===== src/rtl/udp_multiport_parser_if.sv =====
// ----------------------------------------------------------------------------
// udp_multiport_parser_if
// Byte-stream handshake bundle for the UDP multiport parser.
//   Input stream  : data_in, data_valid_in (to parser), ready_out (from parser)
//   Output stream : payload_data_out, payload_valid_out, payload_last,
//                   payload_chan, payload_err (from parser), ready_in (to parser)
// Modports:
//   master - the environment: drives the input stream and downstream ready
//   slave  - the parser: consumes the input stream, drives the payload stream
// ----------------------------------------------------------------------------
interface udp_multiport_parser_if #(
   parameter int CHAN_W = 2
);
   logic [7:0]        data_in;
   logic              data_valid_in;
   logic              ready_out;
   logic [7:0]        payload_data_out;
   logic              payload_valid_out;
   logic              payload_last;
   logic [CHAN_W-1:0] payload_chan;
   logic              payload_err;
   logic              ready_in;

   modport master (
      output data_in, data_valid_in, ready_in,
      input  ready_out, payload_data_out, payload_valid_out,
             payload_last, payload_chan, payload_err
   );

   modport slave (
      input  data_in, data_valid_in, ready_in,
      output ready_out, payload_data_out, payload_valid_out,
             payload_last, payload_chan, payload_err
   );
endinterface


===== src/rtl/udp_multiport_parser.sv =====
// ----------------------------------------------------------------------------
// udp_multiport_parser
// Parses a UDP byte stream (8-byte big-endian header followed by payload),
// matches the destination port against a table of enabled target ports,
// forwards matching payloads tagged with the winning table index, discards
// unmatched or malformed packets, optionally verifies the UDP checksum and
// keeps packet/drop statistics plus the duration of the last packet.
//
// Ports:
//   clk, rst             clock, asynchronous active-high reset
//   target_ports         NUM_PORTS x 16-bit port table, entry i at [16i+15:16i]
//   port_en              per-entry enable
//   pseudo_sum           IP pseudo-header ones'-complement sum (taken at byte 0)
//   bus (slave)          input byte stream and registered payload stream
//   src_port, dst_port,
//   length               header fields, updated the cycle after header end
//   header_done          one-cycle pulse after the 8th header byte
//   drop_pulse           one-cycle pulse when a packet is classified as dropped
//   pkt_count,
//   drop_count           forwarded / dropped packet totals (wrapping)
//   latched_cycle_count  duration in cycles of the last completed packet
// ----------------------------------------------------------------------------
module udp_multiport_parser #(
   parameter int NUM_PORTS = 4,
   parameter int CNT_W     = 16,
   parameter bit CSUM_EN   = 1'b1,
   localparam int CHAN_W   = (NUM_PORTS > 1) ? $clog2(NUM_PORTS) : 1
) (
   input  logic                   clk,
   input  logic                   rst,
   input  logic [NUM_PORTS*16-1:0] target_ports,
   input  logic [NUM_PORTS-1:0]   port_en,
   input  logic [15:0]            pseudo_sum,
   udp_multiport_parser_if.slave  bus,
   output logic [15:0]            src_port,
   output logic [15:0]            dst_port,
   output logic [15:0]            length,
   output logic                   header_done,
   output logic                   drop_pulse,
   output logic [CNT_W-1:0]       pkt_count,
   output logic [CNT_W-1:0]       drop_count,
   output logic [CNT_W-1:0]       latched_cycle_count
);

   typedef enum logic [1:0] {IDLE, HDR, FWD, DROP} state_t;

   // 16-bit ones'-complement addition with end-around carry.
   function automatic logic [15:0] ones_add(input logic [15:0] a, input logic [15:0] b);
      logic [16:0] s;
      s = {1'b0, a} + {1'b0, b};
      return s[15:0] + {15'd0, s[16]};
   endfunction

   // Increment that sticks at all-ones.
   function automatic logic [CNT_W-1:0] sat_inc(input logic [CNT_W-1:0] v);
      return (&v) ? v : v + CNT_W'(1);
   endfunction

   state_t            state, state_nxt;
   logic              ready_int;
   logic              accept;
   logic [2:0]        hdr_idx;
   logic [15:0]       hdr_src, hdr_dst, hdr_len, hdr_csum;
   logic [15:0]       rem;
   logic [CHAN_W-1:0] chan_q;
   logic [15:0]       acc;
   logic              par;
   logic              par_eff;
   logic [15:0]       csum_word;
   logic [15:0]       acc_nxt;
   logic              err_last;
   logic [CNT_W-1:0]  cyc;
   logic              match_hit;
   logic [CHAN_W-1:0] match_idx;
   logic              hdr_end;
   logic              hdr_pkt;
   logic              drop_now;
   logic              body_acc;
   logic              body_last;
   logic              fwd_acc;
   logic              pkt_final;
   logic              last_hs;

   // stage p1: registered payload output
   logic [7:0]        data_p1;
   logic              vld_p1;
   logic              last_p1;
   logic [CHAN_W-1:0] chan_p1;
   logic              err_p1;

   // In FWD the input only advances when the single output register can move.
   assign ready_int = (state == FWD) ? (!vld_p1 || bus.ready_in) : 1'b1;
   assign bus.ready_out = ready_int && !rst;
   assign accept = bus.data_valid_in && ready_int && !rst;

   assign hdr_end   = (state == HDR) && accept && (hdr_idx == 3'd7);
   assign hdr_pkt   = hdr_end && (hdr_len == 16'd8) && match_hit;
   assign drop_now  = hdr_end && ((hdr_len < 16'd8) || !match_hit);
   assign body_acc  = ((state == FWD) || (state == DROP)) && accept;
   assign body_last = body_acc && (rem == 16'd1);
   assign fwd_acc   = (state == FWD) && accept;
   assign pkt_final = (hdr_end && (hdr_len <= 16'd8)) || body_last;
   assign last_hs   = vld_p1 && last_p1 && bus.ready_in;

   // Byte position parity drives big-endian pairing: even bytes are the high
   // half of a word, odd bytes the low half. Adding each byte separately is
   // equivalent to adding whole words, and an odd tail byte is naturally
   // padded with 0x00.
   assign par_eff   = (state == IDLE) ? 1'b0 : par;
   assign csum_word = par_eff ? {8'h00, bus.data_in} : {bus.data_in, 8'h00};
   assign acc_nxt   = ones_add((state == IDLE) ? pseudo_sum : acc, csum_word);
   assign err_last  = CSUM_EN && (hdr_csum != 16'h0000) && (acc_nxt != 16'hFFFF);

   // Lowest enabled matching entry wins: scan downward so the last hit kept
   // is the smallest index.
   always_comb begin
      match_hit = 1'b0;
      match_idx = '0;
      for (int i = NUM_PORTS - 1; i >= 0; i--) begin
         if (port_en[i] && (target_ports[16*i +: 16] == hdr_dst)) begin
            match_hit = 1'b1;
            match_idx = CHAN_W'(i);
         end
      end
   end

   always_comb begin
      state_nxt = state;
      case (state)
         IDLE: if (accept) state_nxt = HDR;
         HDR: begin
            if (hdr_end) begin
               if (hdr_len <= 16'd8) state_nxt = IDLE;
               else if (match_hit)   state_nxt = FWD;
               else                  state_nxt = DROP;
            end
         end
         FWD:     if (body_last) state_nxt = IDLE;
         DROP:    if (body_last) state_nxt = IDLE;
         default: state_nxt = IDLE;
      endcase
   end

   always_ff @(posedge clk or posedge rst) begin
      if (rst) state <= IDLE;
      else     state <= state_nxt;
   end

   // stage p0: header capture, checksum accumulation, payload countdown
   always_ff @(posedge clk) begin
      if (accept) begin
         acc <= acc_nxt;
         par <= !par_eff;
         if (state == IDLE) begin
            hdr_src[15:8] <= bus.data_in;
         end else if (state == HDR) begin
            case (hdr_idx)
               3'd1:    hdr_src[7:0]   <= bus.data_in;
               3'd2:    hdr_dst[15:8]  <= bus.data_in;
               3'd3:    hdr_dst[7:0]   <= bus.data_in;
               3'd4:    hdr_len[15:8]  <= bus.data_in;
               3'd5:    hdr_len[7:0]   <= bus.data_in;
               3'd6:    hdr_csum[15:8] <= bus.data_in;
               3'd7:    hdr_csum[7:0]  <= bus.data_in;
               default: hdr_src[15:8]  <= hdr_src[15:8];
            endcase
         end
      end
      if (hdr_end) begin
         rem    <= hdr_len - 16'd8;
         chan_q <= match_idx;
      end else if (body_acc) begin
         rem <= rem - 16'd1;
      end
      // The byte-0 cycle counts as cycle 1 of the packet.
      if ((state == IDLE) && accept) cyc <= CNT_W'(1);
      else                           cyc <= sat_inc(cyc);
   end

   // Header byte index, pulses, header fields and statistics.
   always_ff @(posedge clk or posedge rst) begin
      if (rst) begin
         hdr_idx             <= 3'd0;
         header_done         <= 1'b0;
         drop_pulse          <= 1'b0;
         src_port            <= 16'd0;
         dst_port            <= 16'd0;
         length              <= 16'd0;
         pkt_count           <= '0;
         drop_count          <= '0;
         latched_cycle_count <= '0;
      end else begin
         if ((state == IDLE) && accept)     hdr_idx <= 3'd1;
         else if ((state == HDR) && accept) hdr_idx <= hdr_idx + 3'd1;
         header_done <= hdr_end;
         drop_pulse  <= drop_now;
         if (hdr_end) begin
            src_port <= hdr_src;
            dst_port <= hdr_dst;
            length   <= hdr_len;
         end
         // A header-only hit and the previous packet's last handshake can
         // land on the same edge, so both increments are summed.
         pkt_count <= pkt_count + CNT_W'(last_hs) + CNT_W'(hdr_pkt);
         if (drop_now) drop_count <= drop_count + CNT_W'(1);
         if (pkt_final) latched_cycle_count <= sat_inc(cyc);
      end
   end

   // stage p1: output register, holds while stalled downstream
   always_ff @(posedge clk or posedge rst) begin
      if (rst) begin
         data_p1 <= 8'd0;
         vld_p1  <= 1'b0;
         last_p1 <= 1'b0;
         chan_p1 <= '0;
         err_p1  <= 1'b0;
      end else if (fwd_acc) begin
         data_p1 <= bus.data_in;
         vld_p1  <= 1'b1;
         last_p1 <= (rem == 16'd1);
         chan_p1 <= chan_q;
         err_p1  <= (rem == 16'd1) && err_last;
      end else if (bus.ready_in) begin
         vld_p1 <= 1'b0;
      end
   end

   assign bus.payload_data_out  = data_p1;
   assign bus.payload_valid_out = vld_p1;
   assign bus.payload_last      = last_p1;
   assign bus.payload_chan      = chan_p1;
   assign bus.payload_err       = err_p1;

endmodule


===== src/flat_wrapper.sv =====
// flat-port wrapper written by rule: the top's interface ports become plain ports
module udp_multiport_parser_flat 
#(
   parameter int NUM_PORTS = 4,
   parameter int CNT_W     = 16,
   parameter bit CSUM_EN   = 1'b1,
   localparam int CHAN_W   = (NUM_PORTS > 1) ? $clog2(NUM_PORTS) : 1
)
  (clk, rst, target_ports, port_en, pseudo_sum, src_port, dst_port, length, header_done, drop_pulse, pkt_count, drop_count, latched_cycle_count, bus_data_in, bus_data_valid_in, bus_ready_in, bus_ready_out, bus_payload_data_out, bus_payload_valid_out, bus_payload_last, bus_payload_chan, bus_payload_err);
  udp_multiport_parser_if #(.CHAN_W((2))) bus_i ();
  input  logic clk;
  input  logic rst;
  input  logic [NUM_PORTS*16-1:0] target_ports;
  input  logic [NUM_PORTS-1:0] port_en;
  input  logic [15:0] pseudo_sum;
  output logic [15:0] src_port;
  output logic [15:0] dst_port;
  output logic [15:0] length;
  output logic header_done;
  output logic drop_pulse;
  output logic [CNT_W-1:0] pkt_count;
  output logic [CNT_W-1:0] drop_count;
  output logic [CNT_W-1:0] latched_cycle_count;
  input wire logic [$bits(bus_i.data_in)-1:0] bus_data_in;
  input wire logic [$bits(bus_i.data_valid_in)-1:0] bus_data_valid_in;
  input wire logic [$bits(bus_i.ready_in)-1:0] bus_ready_in;
  output wire logic [$bits(bus_i.ready_out)-1:0] bus_ready_out;
  output wire logic [$bits(bus_i.payload_data_out)-1:0] bus_payload_data_out;
  output wire logic [$bits(bus_i.payload_valid_out)-1:0] bus_payload_valid_out;
  output wire logic [$bits(bus_i.payload_last)-1:0] bus_payload_last;
  output wire logic [$bits(bus_i.payload_chan)-1:0] bus_payload_chan;
  output wire logic [$bits(bus_i.payload_err)-1:0] bus_payload_err;
  assign bus_i.data_in = bus_data_in;
  assign bus_i.data_valid_in = bus_data_valid_in;
  assign bus_i.ready_in = bus_ready_in;
  assign bus_ready_out = bus_i.ready_out;
  assign bus_payload_data_out = bus_i.payload_data_out;
  assign bus_payload_valid_out = bus_i.payload_valid_out;
  assign bus_payload_last = bus_i.payload_last;
  assign bus_payload_chan = bus_i.payload_chan;
  assign bus_payload_err = bus_i.payload_err;
  udp_multiport_parser #(.NUM_PORTS(NUM_PORTS), .CNT_W(CNT_W), .CSUM_EN(CSUM_EN)) u_core (.clk(clk), .rst(rst), .target_ports(target_ports), .port_en(port_en), .pseudo_sum(pseudo_sum), .bus(bus_i), .src_port(src_port), .dst_port(dst_port), .length(length), .header_done(header_done), .drop_pulse(drop_pulse), .pkt_count(pkt_count), .drop_count(drop_count), .latched_cycle_count(latched_cycle_count));
endmodule

===== config.mk =====
export PLATFORM = sky130hd
export DESIGN_NAME = udp_multiport_parser_flat
export DESIGN_NICKNAME = d
export VERILOG_FILES = /design/src/rtl/udp_multiport_parser_if.sv /design/src/rtl/udp_multiport_parser.sv /design/src/flat_wrapper.sv
export SDC_FILE = /design/constraint.sdc
export NUM_CORES = 1
export LEC_CHECK = 0
export ABC_AREA = 1
export CAP_MARGIN = 40
export CORE_MARGIN = 10
export CORE_UTILIZATION = 47
export DETAILED_ROUTE_END_ITERATION = 12
export GPL_TIMING_DRIVEN = 0
export PLACE_DENSITY = 0.74
export RECOVER_POWER = 50
export SYNTH_ARGS = -nofsm -noshare
export SYNTH_HDL_FRONTEND = slang
export SYNTH_SLANG_ARGS = --single-unit

===== constraint.sdc =====
create_clock -name clk -period 3.85 [get_ports clk]
set_clock_uncertainty 0.15 [all_clocks]
set_input_delay 0.9625 -clock clk [delete_from_list [all_inputs] [get_ports clk]]
set_output_delay 0.9625 -clock clk [all_outputs]
set_load 0.01 [all_outputs]

# ---- Word-level counts from Yosys, hierarchy flattened
# Index checks and enable logic that the tools add are counted.
dict set report word_totals {
  mem_bits_ro 0
  register_bits 231
  latchBits 0
  n_memories 0
  mem_bits_rw 0
  wordCells 132
  output_inout_bits 112
  inputBits 96
}
dict set report op_classes {
  addsub 9
  div_mod_pow 0
  n_mux 25
  n_bitwise 1
  n_eq_ne 20
  mul 0
  order_cmp 2
  n_shift 0
  n_reduce_logical 46
}
# cell count
set op_table {}
lappend op_table {{$mux 16} 5}
lappend op_table {{$eq 16x16->1} 4}
lappend op_table {{$add 16x1->16} 3}
lappend op_table {{$add 16x1->16 const B} 2}
lappend op_table {{$reduce_and 4->1} 7}
lappend op_table {{$logic_and 1x1->1} 21}
lappend op_table {{$add 16x16->17} 1}
lappend op_table {{$eq 16x1->1 const B} 1}
lappend op_table {{$eq 16x4->1 const B} 1}
lappend op_table {{$le 16x4->1 const B} 1}
lappend op_table {{$lt 16x4->1 const B} 1}
lappend op_table {{$ne 16x16->1 const B} 1}
lappend op_table {{$reduce_and 16->1} 1}
lappend op_table {{$reduce_bool 16->1} 1}
lappend op_table {{$sub 16x1->16 const B} 1}
lappend op_table {{$sub 16x4->16 const B} 1}
lappend op_table {{$eq 3x3->1 const B} 4}
lappend op_table {{$mux 2} 6}
lappend op_table {{$mux 1} 10}
lappend op_table {{$mux 8} 1}
lappend op_table {{$eq 3x2->1 const B} 2}
lappend op_table {{$mux 3} 2}
lappend op_table {{$ne 2x1->1 const B} 3}
lappend op_table {{$pmux 2 s3} 1}
lappend op_table {{other kinds (12)} 22}

# ---- Longest topological paths before layout
dict set report logic_depth {
  depth_word 10
  mapped_depth 30
}

# ---- Worst setup path after synthesis
# No wires, ideal clock.
dict set report synth_path {
  path_type {reg2reg}
  startpoint {register u_core.state[1]}
  endpoint {register u_core.err_p1, in the netlist u_core.bus.payload_err}
  t_arrival_ps 3968
  stages_incl_launch_ff 30
  path_slack_ps -384
  required_time_ps 3583
  synth_period_minus_slack_ps 4234
  cell_sequence {dfrtp_1 clkbuf_1 nor2_1 buf_2 mux2_2 ha_1 nand2_1 nor2_1 and2_1 nand2_1 nand2_1 a21oi_1 o21bai_1 ha_1 ha_1 inv_1 nor2_2 nand3_2 nor2_4 nand2_2 nor2_4 nand2_2 nor2_2 nand2_1 nand2_1 nand2_1 nor2_1 nand3_1 nand2_1 nand2_1}
}
dict set report synth_via {
  elab_chain_len 8
  elab_cells_between_ends 14
  cone_classes {add/sub (2); eq/ne (2); mux (4); reduce/logical (6)}
}
# item line_no
set synth_lines {}
lappend synth_lines {{start, declared} udp_multiport_parser.sv:59} ;# state_t state, state_nxt;
lappend synth_lines {{start signal, assigned} udp_multiport_parser.sv:146} ;# else state <= state_nxt;
lappend synth_lines {{$logic_not 2->1} {udp_multiport_parser.sv:109, udp_multiport_parser.sv:111}}
lappend synth_lines {{$mux 1} udp_multiport_parser.sv:109} ;# assign par_eff = (state == IDLE) ? 1'b0 : par;
lappend synth_lines {{$mux 16} udp_multiport_parser.sv:110} ;# assign csum_word = par_eff ? {8'h00, bus.data_in} : {bus.data_in, 8'h00};
lappend synth_lines {{$add 16x16->17} udp_multiport_parser.sv:50} ;# s = {1'b0, a} + {1'b0, b};
lappend synth_lines {{$add 16x1->16} udp_multiport_parser.sv:51} ;# return s[15:0] + {15'd0, s[16]};
lappend synth_lines {{$ne 16x16->1} udp_multiport_parser.sv:112} ;# assign err_last = CSUM_EN && (hdr_csum != 16'h0000) && (acc_nxt != 16'hFFFF);
lappend synth_lines {{$logic_and 1x1->1} udp_multiport_parser.sv:112}
lappend synth_lines {{$logic_and 1x1->1} udp_multiport_parser.sv:223} ;# err_p1 <= (rem == 16'd1) && err_last;
lappend synth_lines {{end signal, assigned} udp_multiport_parser.sv:223}
lappend synth_lines {{end, declared} udp_multiport_parser.sv:89} ;# logic err_p1;
# Several ways; a longest one is shown, not always the timed one.
# A chain may end at the register's enable or synchronous reset.

# ---- Final worst setup path
dict set report layout_path {
  startpoint {register u_core.state[1]}
  endpoint {register u_core.err_p1, in the netlist u_core.bus.payload_err}
}
dict set report layout_via {
  elab_chain_len 8
  elab_cells_between_ends 14
  cone_classes {add/sub (2); eq/ne (2); mux (4); reduce/logical (6)}
}
# item line_no
set layout_lines {}
lappend layout_lines {{$logic_not 2->1 (*)} {udp_multiport_parser.sv:109, udp_multiport_parser.sv:111}}
lappend layout_lines {{$mux 1} udp_multiport_parser.sv:109}
lappend layout_lines {{$mux 16} udp_multiport_parser.sv:110}
lappend layout_lines {{$add 16x16->17 (*)} udp_multiport_parser.sv:50}
lappend layout_lines {{$add 16x1->16 (*)} udp_multiport_parser.sv:51}
lappend layout_lines {{named net u_core.acc_nxt[6]} udp_multiport_parser.sv:70} ;# logic [15:0] acc_nxt;
lappend layout_lines {{$ne 16x16->1 (*)} udp_multiport_parser.sv:112}
lappend layout_lines {{$logic_and 1x1->1 (*)} udp_multiport_parser.sv:112}
lappend layout_lines {{$logic_and 1x1->1 (*)} udp_multiport_parser.sv:223}
# The timed path passes the listed nets; every way through them passes the cells marked *.

==> metrics <==
Vias=between 10000 and 15000; synth cell count leaders=nand2_1, inv_1, nor2_1; P_sw=3.817 mW; Int Power=6.487 mW; DP Area=15590 um^2; Pleak=8.036 nW; area leader, netlist=edfxtp_1; Post-Syn Instances=1559; most used cell along the critical path=nand2_1; Max Freq=247.2 MHz; CP top delay family=simple AND/OR/NAND/NOR gates; via/cell ratio=5.307; H-tree lvl count=1; hold_ws=between 0.3 and 0.4 ns; Placed Cells=2116; first-pass GRT wire length=just over 60000 um; CP endpoint kind=flop; most numerous cell in the Yosys netlist=nand2_1; Core Rows=60; maximum clock path buffer count=3; maximum vdd ir drop=0.3888 mV; Die H=185.8 um; actual slew at the worst max-slew pin=1.334 ns; Slew HR=11.10%; status=finished, violations left; failing checks=negative setup slack; drt pass-1 iters=6; CORE AREA=27030 um^2; FF+latch count, synth=231; layout cells sized above 1=17.91%; final worst slack=-0.1949 ns; grt ovf=0; final hold viol count=0; max-slew violations=0; number of synthesized flops with an enable pin=99; Comb pwr share=between 40% and 50%; TNS Setup=-0.8931 ns; Die X=185.8 um; initial antenna violation count=2; Final setup viols=9; CP Max Fanout=4; final period utilization=105.1%; Netlist Area Pre-Place=between 10000 and 15000 um^2; number of max-cap violations=0; R2R Setup Slk=-0.19 ns; P&R area growth vs syn=35.82%; Final Cell Area=17550 um^2; Worst-Skew Late Latency=approximately 0.54 ns; Filler cells=2235; TritonCTS buffer count=26; nets=2001; Initial Utilization=47.82%; crit path DAT=4.31 ns; Power Dens Cells=approximately 590 nW/um^2; Tmin final=4.045 ns; DRC viols=0; clk sinks=about 230; Slowest-stage cell, CP=dfrtp_2; Power Total=just over 10 mW; per-cell routed wire length=17.94 um; clock share of power=23.6%; CP max stage delay=0.43 ns; Worst EP required=between 4 and 5 ns; die area=34530 um^2; Non-Filler Instances=2236; top post-synthesis cells by area=edfxtp_1, dfrtp_1, nand2_1; Hold EP=u_core.src_port[14]$_DFFE_PP0P_; Reg2Reg Capture Point=u_core.bus.payload_err$_DFFE_PP0P_; Async S/R FF share, synth=50.22%; Syn Area/Cell=8.291 um^2; PortBufs=207; Root Driver=clkbuf_16; Seq/Total Area, Yosys=47.94%; post-synth top area share=23.00%; GRT Overall Usage=22.48%; top_reg_cell synth=dfrtp_1; vias in the first global route=between 10000 and 15000; initial DRC count=1003; Reg2Reg Launch Point=u_core.state[1]$_DFFE_PP0P_; switch share=37.05%; Setup CP Type=reg2reg; Detailed Place HPWL=29600 um; clock-pin slew on the worst setup and hold paths=around 0.06 ns; final wirelength=around 40000 um; worst hold path type=reg2reg; synth warn=0; number of I/O pins=208; Reg2Reg Depth=30; Setup crit start kind=flop; CP Buf/Inv Count=6; Netlist cell types=between 50 and 60; largest net degree at the start of global routing=32; Worst Min Path Start=u_core.hdr_src[14]$_DFFE_PP_; post-detailed-route count of antenna-violating nets=0; Flop pwr share=31.7%; RePlAce Congestion=about 0.93; CTS tree=done; hold path cells=2; RSZ-0062 raised after global routing=yes; syn_nets=1687
-- worst register-to-register path: cells and delay by family (launching register included) --
kind / cells / cell delay (ns)
AND/OR/NAND/NOR: 17 / 1.37
flip-flops: 1 / 0.43
multiplexers: 1 / 0.31
buffers and inverters: 6 / 0.59
adder cells (fa/ha/maj): 3 / 0.61
AO/OA/AOI/OAI: 3 / 0.45
-- per-stage QoR --
| stage | util, % | setup slack, ns |
|---|---|---|
| 3_3_place_gp | 57.25 | -1.521 |
| 5_1_grt | 64.95 | -0.3787 |
| 3_5_place_dp | 57.67 | -1.640 |
| 6_report | 64.95 | -0.1949 |
| 2_1_floorplan | - | -0.06983 |
| 4_1_cts | 63.45 | -0.2104 |
-- state kept, by name, indices dropped and copies added, names as in the netlist, 2 cells and up --
signal                       flops
u_core.bus.payload_data_out      8
u_core.length                   16
u_core.hdr_csum                 16
u_core.state                     2
u_core.chan_q                    2
u_core.hdr_len                  16
u_core.cyc                      16
u_core.src_port                 16
u_core.pkt_count                16
u_core.hdr_dst                  16
u_core.rem                      16
u_core.hdr_idx                   3
u_core.acc                      16
u_core.dst_port                 16
u_core.drop_count               16
u_core.bus.payload_chan          2
u_core.hdr_src                  16
u_core.latched_cycle_count      16
-- placed cells by master, fill, tap and decap left out, types with 45 or more instances in the layout --
| cell | n |
|---|---|
| buf_4 | 64 |
| xor2_1 | 50 |
| clkdlybuf4s50_1 | 172 |
| nand4_1 | 45 |
| nor2_1 | 146 |
| dfrtp_1 | 114 |
| nand2_1 | 401 |
| nand3_1 | 69 |
| edfxtp_1 | 99 |
| o21ai_0 | 72 |
| inv_1 | 180 |
-- power by group through the flow --
stage / Combinational [mW] / Sequential, mW / Clock (mW)
after floorplan: 2.25 / 3.36 / 0
after global placement: 3.49 / 3.28 / 0
after detailed placement: 3.58 / 3.30 / 0
after CTS: 4.24 / 3.26 / 2.48
after global routing: 5.03 / 3.31 / 2.58
final: 4.60 / 3.26 / 2.43
-- layout make-up --
cell class	instances	area, um^2	area share (%)
diodes	2	5.005	0.02851
well taps	341	426.7	2.431
repair buffers	287	2739	15.60
flip-flops and latches	231	6198	35.31
multi-input cells	1094	6382	36.36
inverters	206	797.0	4.540
repair inverters	1	5.005	0.02851
plain buffers	26	146.4	0.8339
clock inverters	12	105.1	0.5987
clock buffers	36	749.5	4.269
-- metal layers --
metal / global-route usage (%) / up-vias / share of wire, %
met2: 38.48 / 414 / 48
li1: - / 5720 / -
met1: 28.05 / 5641 / 41
met3: 4.153 / 92 / 7.1
met4: 7.191 / 0 / 3.2
met5: 0 / - / 0
-- repair_timing --
action,in CTS,in global routing
gates cloned,2,0
hold buffers,0,0
endpoints found under the setup margin,26,18
gates resized for setup,120,75
pin swaps,65,70
buffers inserted,37,33
-- worst max path at each step --
stage / start / endpoint / slack, ns / cells past startpoint
2_1_floorplan: pseudo_sum[2] / u_core.bus.payload_err$_DFFE_PP0P_ / -0.07 / 27
3_3_place_gp: bus_data_in[0] / u_core.bus.payload_err$_DFFE_PP0P_ / -1.52 / 30
3_5_place_dp: bus_data_in[0] / u_core.bus.payload_err$_DFFE_PP0P_ / -1.64 / 28
4_1_cts: u_core.state[1]$_DFFE_PP0P_ / u_core.bus.payload_err$_DFFE_PP0P_ / -0.21 / 29
5_1_grt: u_core.state[1]$_DFFE_PP0P_ / u_core.bus.payload_err$_DFFE_PP0P_ / -0.38 / 29
6_report: u_core.state[1]$_DFFE_PP0P_ / u_core.bus.payload_err$_DFFE_PP0P_ / -0.19 / 30
-- cells by family after synthesis --
group	Yosys count	share of synthesized area [%]
DFF	231	47.94
adders and majority gates	32	3.214
xor gates and xnor gates	70	4.743
and+or+nand+nor	844	29.51
buffers and inverters	234	7.135
AOI/OAI and AO/OA	130	5.905
muxes	18	1.559
Note: power is estimated with default switching activity, not from simulation.
